===== src/rtl/cpu_host_ctrl.sv =====
// Host-side launcher for the core's req/done run protocol: preloads data memory,
// pulses the core out of reset, watches the run, then streams a result window.
module cpu_host_ctrl #(
  parameter int unsigned AW      = 8,
  parameter int unsigned DW      = 8,
  parameter int unsigned CW      = 16,
  parameter int unsigned RST_CYC = 4,
  parameter int unsigned MAX_CYC = 4096
) (
  input  logic          clk,
  input  logic          reset,
  input  logic          start,
  input  logic          ld_valid,
  input  logic [AW-1:0] ld_addr,
  input  logic [DW-1:0] ld_data,
  input  logic [AW-1:0] rd_base,
  input  logic [AW:0]   rd_len,
  output logic          mem_own,
  output logic          mem_wr_en,
  output logic [AW-1:0] mem_addr,
  output logic [DW-1:0] mem_wdata,
  input  logic [DW-1:0] mem_rdata,
  output logic          core_reset,
  output logic          core_req,
  input  logic          core_done,
  output logic          out_valid,
  output logic [DW-1:0] out_data,
  input  logic          out_ready,
  output logic          busy,
  output logic          finished,
  output logic          timeout,
  output logic [CW-1:0] cycle_count
);

  localparam int unsigned LW  = AW + 1;
  localparam int unsigned RCW = (RST_CYC > 1) ? $clog2(RST_CYC) : 1;

  typedef enum logic [2:0] {
    S_IDLE, S_CRST, S_KICK, S_RUN, S_DRAIN, S_FIN, S_TMO
  } state_e;

  state_e          state_q;
  logic [AW-1:0]   base_q;
  logic [LW-1:0]   len_q;
  logic [LW-1:0]   idx_q;
  logic [RCW-1:0]  rcnt_q;
  logic [CW-1:0]   cyc_q;

  // Control FSM plus the latched run parameters and counters.
  always_ff @(posedge clk) begin
    if (reset) begin
      state_q <= S_IDLE;
      base_q  <= '0;
      len_q   <= '0;
      idx_q   <= '0;
      rcnt_q  <= '0;
      cyc_q   <= '0;
    end else begin
      case (state_q)
        S_IDLE, S_FIN, S_TMO: begin
          if (start) begin
            base_q  <= rd_base;
            len_q   <= rd_len;
            idx_q   <= '0;
            rcnt_q  <= '0;
            cyc_q   <= '0;
            state_q <= S_CRST;
          end
        end
        S_CRST: begin
          if (rcnt_q == RCW'(RST_CYC - 1)) state_q <= S_KICK;
          else                             rcnt_q  <= rcnt_q + RCW'(1);
        end
        S_KICK: state_q <= S_RUN;
        S_RUN: begin
          // Completion takes priority over watchdog expiry in the same cycle.
          if (core_done) begin
            state_q <= (len_q == '0) ? S_FIN : S_DRAIN;
          end else begin
            cyc_q <= cyc_q + CW'(1);
            if (cyc_q == CW'(MAX_CYC - 1)) state_q <= S_TMO;
          end
        end
        S_DRAIN: begin
          if (out_ready) begin
            if (idx_q == len_q - LW'(1)) state_q <= S_FIN;
            else                         idx_q   <= idx_q + LW'(1);
          end
        end
        default: state_q <= S_IDLE;
      endcase
    end
  end

  // Port decode from the registered state; the memory and stream paths are
  // combinational so a read returns in the same cycle it is addressed.
  always_comb begin
    mem_own    = 1'b1;
    mem_wr_en  = 1'b0;
    mem_addr   = '0;
    mem_wdata  = '0;
    core_reset = 1'b1;
    core_req   = 1'b0;
    out_valid  = 1'b0;
    out_data   = '0;
    busy       = 1'b0;
    finished   = 1'b0;
    timeout    = 1'b0;
    case (state_q)
      S_IDLE: begin
        mem_wr_en = ld_valid;
        mem_addr  = ld_addr;
        mem_wdata = ld_data;
      end
      S_CRST: busy = 1'b1;
      S_KICK: begin
        busy       = 1'b1;
        mem_own    = 1'b0;
        core_reset = 1'b0;
        core_req   = 1'b1;
      end
      S_RUN: begin
        busy       = 1'b1;
        mem_own    = 1'b0;
        core_reset = 1'b0;
      end
      S_DRAIN: begin
        busy      = 1'b1;
        mem_addr  = base_q + idx_q[AW-1:0];
        out_valid = 1'b1;
        out_data  = mem_rdata;
      end
      S_FIN:   finished = 1'b1;
      S_TMO:   timeout  = 1'b1;
      default: ;
    endcase
  end

  assign cycle_count = cyc_q;

endmodule


===== config.mk =====
export PLATFORM = sky130hd
export DESIGN_NAME = cpu_host_ctrl
export DESIGN_NICKNAME = d
export VERILOG_FILES = /design/src/rtl/cpu_host_ctrl.sv
export SDC_FILE = /design/constraint.sdc
export NUM_CORES = 1
export LEC_CHECK = 0
export BUFFER_PORTS_ARGS = -buffer_cell sky130_fd_sc_hd__buf_2
export CAP_MARGIN = 20
export CORE_UTILIZATION = 53
export CTS_BUF_LIST = sky130_fd_sc_hd__clkbuf_8
export CTS_CLUSTER_DIAMETER = 40
export DETAILED_ROUTE_END_ITERATION = 8
export PLACE_DENSITY = 0.87
export SKIP_LAST_GASP = 1
export SLEW_MARGIN = 20
export SYNTH_ARGS = -nofsm -noshare
export SYNTH_HDL_FRONTEND = slang
export SYNTH_SLANG_ARGS = --single-unit
export TNS_END_PERCENT = 10

===== constraint.sdc =====
create_clock -name clk -period 3.1 [get_ports clk]
set_input_delay 0.465 -clock clk [delete_from_list [all_inputs] [get_ports clk]]
set_output_delay 0.465 -clock clk [all_outputs]
set_load 0.01 [all_outputs]

==> results.py <==
metrics = {
    "placed_design": {
        "post-place-cells": 533,
        "place.port_buffers": 94,
        "gpl_congestion": 0.986,
        "dpl.hpwl_um": 5200,
    },
    "finish": {
        "layout_commonest_cell": "sky130_fd_sc_hd__buf_2",
        "most_frequent_cells_in_the_layout": "sky130_fd_sc_hd__buf_2, sky130_fd_sc_hd__nand2_1, sky130_fd_sc_hd__dfxtp_1, sky130_fd_sc_hd__nor2_1, sky130_fd_sc_hd__a21oi_1",
        "seqCellArea_um2": 943,
        "final_net_count": 527,
        "multi_input_comb_area_um2": 1910,
        "insertedDiodeCount": 0,
        "syn2layout_area_growth_pct": 19.2,
        "fillerInstances": 469,
        "post_route_cells_drive_above_1_share_pct": 28.4,
        "final_cell_count_no_fill": 541,
    },
    "logic_synthesis": {
        "post_synth_inst_count": 383,
        "synth-edff-count": 0,
        "netlist_area_um2": 3030,
        "synth-main-ff-cell": "sky130_fd_sc_hd__dfxtp_1",
        "share_of_async_settable_or_async_resettable_flops_after_synthesis_pct": 0,
        "synth_sequential_area_ratio_pct": 31.1,
        "postSynthRegisterBits": 47,
        "yosysUniqueCellTypes": 59,
        "postSynthAreaPerCell_um2": 7.90,
        "mappedNetlistNets": 442,
        "synth_warnings": 0,
    },
    "setup_path": {
        "path_class": "flip-flop to output pin",
        "critical_path_arrival_ps": 2490,
        "worstPathRequired_ps": 2630,
        "worst_path_fanout_max": 6,
        "timing.critical_path.from_type": "flip-flop",
        "end_kind": "output pin",
    },
    "sta": {
        "peak_freq_mhz": 338,
        "final.setup_skew_ps": 8.86,
        "finalHoldWorstSlack_ps": 387,
        "worst_slew_margin_rel_pct": 52.7,
        "final-setup-viol-count": 0,
        "count_of_endpoints_failing_hold_in_the_final_timing_report": 0,
        "finalCriticalPeriod_ps": 2960,
        "grt_setup_unrepaired": "yes",
        "maxSlewViolCount": 0,
        "worst_tran_pin_value_ps": 710,
        "finalSetupTns_ps": 0,
        "final_min_period_over_clock_period_pct": 95.3,
    },
    "die": {
        "die_width_um": 77.6,
        "die_height_um": 77.6,
        "row_count": 27,
        "core-area_um2": 5510,
        "initial_utilization_pct": 54.9,
        "io_pins": 95,
        "die-area_um2": 6010,
    },
    "detailed_routing": {
        "vias_per_cell": 5.62,
        "post-route-drc-count": 0,
        "dr_total_vias": 3043,
        "detail_route.wl_per_cell_um": 13.6,
        "drt_iter0_markers": 174,
        "drt_pass1_iterations": 4,
        "final_antenna_net_count": 0,
        "routed_wl_um": 7360,
    },
    "power_and_ir_drop": {
        "powerDensity_nw_per_um2": 354,
        "vdd.ir_drop.worst_v": 0.000247,
        "p_total_w": 0.00128,
        "cellLeakagePower_nw": 1.62,
    },
    "clock_network": {
        "clock_tree_from_tritoncts": "done",
        "postCtsSetupBuffers": 0,
        "clock_latency_at_the_later_pin_of_the_worst_skew_pair_ps": 310,
        "cts-root-to-sink-buffers": 2,
        "clk_transition_reported_paths_ps": 90,
        "htree_num_levels": 2,
        "cts_buffer_count": 5,
        "cts.sink_count": 47,
        "root_buffer": "sky130_fd_sc_hd__clkbuf_8",
    },
    "global_route": {
        "antenna_found_initial": 0,
        "grt_first_pass_wirelength_um": 12200,
        "groute.usage.overall_pct": 25.1,
        "first_global_vias": 2764,
        "grt_start_max_net_pins": 28,
        "global_route.overflow_total": 0,
    },
    "job": {
        "drv_cap": 0,
    },
    "min_path": {
        "timing.hold.worst.class": "input port to flip-flop",
    },
    "outcome": {
        "result_of_the_run": "completed",
    },
}
==> metal layers <==
layer  track usage, %  wire length [µm]  up-vias
met1             29.6              3130     1404
met4             11.1               218        0
met3             4.47               534       22
met2             44.2              3480      127
li1                 -                 -     1490
met5                0                 0        -
==> repair_timing <==
item,in CTS,in global routing
gates resized for setup,0,3
hold buffers,0,0
setup endpoints to repair,0,2
==> cell families (layout without fill, tap and decap cells) <==
kind of cell | count (synthesis) | after routing | share of synthesized area (%)
buffers and inverters | 35 | 121 | 5.91
xor gates and xnor gates | 31 | 31 | 8.97
adders and majority gates | 12 | 12 | 5.21
DFF | 47 | 47 | 31.1
and+or+nand+nor | 175 | 175 | 29.7
muxes | 8 | 8 | 2.69
AOI/OAI and AO/OA | 75 | 75 | 16.4
==> critical path, cell delays in order, from the launching register on <==
cell and delay [ps]:
sky130_fd_sc_hd__dfxtp_2 400, sky130_fd_sc_hd__ha_1 250, sky130_fd_sc_hd__a21o_1 160, sky130_fd_sc_hd__a21oi_1 220, sky130_fd_sc_hd__nor2b_1 70, sky130_fd_sc_hd__o21a_1 190
sky130_fd_sc_hd__o41a_1 370, sky130_fd_sc_hd__xnor2_2 270, sky130_fd_sc_hd__a21oi_1 100, sky130_fd_sc_hd__buf_2 160
==> path summary, 6_finish.rpt <==
| path | startpoint | end | slack (ps) | cells after the start |
|---|---|---|---|---|
| worst max-delay path | idx_q[1] | mem_addr[7] | 140 | 9 |
| worst min-delay path | rd_base[0] | base_q[0] | 390 | 3 |
| worst max register to register | len_q[0] | idx_q[5] | 170 | 7 |
| worst min register to register | base_q[0] | base_q[0] | 470 | 2 |
==> sequential cells by signal, summed over array words and instances, names as in the netlist <==
name and count:
base_q 8, cycle_count 16, idx_q 9, len_q 9
rcnt_q 2, state_q 3
==> cell usage after synthesis, drive strengths merged, types with 3 or more instances <==
| cell type | instances | area, µm² |
|---|---|---|
| nand3b | 3 | 22.5 |
| dfxtp | 47 | 941 |
| nand4 | 6 | 37.5 |
| ha | 11 | 138 |
| or4 | 4 | 35.0 |
| o21a | 4 | 30.0 |
| nor3 | 8 | 40.0 |
| clkbuf | 15 | 77.6 |
| mux2i | 7 | 70.1 |
| xor2 | 19 | 166 |
| and3 | 12 | 76.3 |
| and2 | 14 | 88.8 |
| xnor2 | 12 | 105 |
| inv | 14 | 52.6 |
| nand2 | 50 | 188 |
| nor2 | 36 | 135 |
| nand3 | 11 | 60.1 |
| or3 | 10 | 67.6 |
| nor2b | 7 | 43.8 |
| nor3b | 4 | 30.0 |
| a21o | 4 | 30.0 |
| buf | 6 | 48.8 |
| a21oi | 37 | 215 |
| o31ai | 3 | 36.3 |
| o21ai | 15 | 75.1 |
==> area by class of cell <==
type | count | share of cell area [%]
multi-input cells | 301 | 53.1
flip-flops and latches | 47 | 26.2
repair buffers | 99 | 14.1
well taps | 72 | 2.50
clock buffers | 6 | 2.29
inverters | 14 | 1.46
clock inverters | 2 | 0.451
==> report_power, final <==
part	internal, W	leakage (nW)	switching [W]
Clock	0.000182	0.0474	0.000215
Sequential	0.000620	0.382	0.0000222
Combinational	0.000107	1.19	0.000130
==> metrics by stage <==
stage | util (%) | setup WS (ps) | instance area (µm²)
finish | 65.5 | 145 | 3610
detailed placement | 63.5 | 220 | 3500
CTS | 65.3 | 46.0 | 3600
global route | 65.5 | 3.58 | 3610
floorplan | - | 472 | 3030
global placement | 63.5 | 315 | 3500
(Power assumes the default switching activity.)
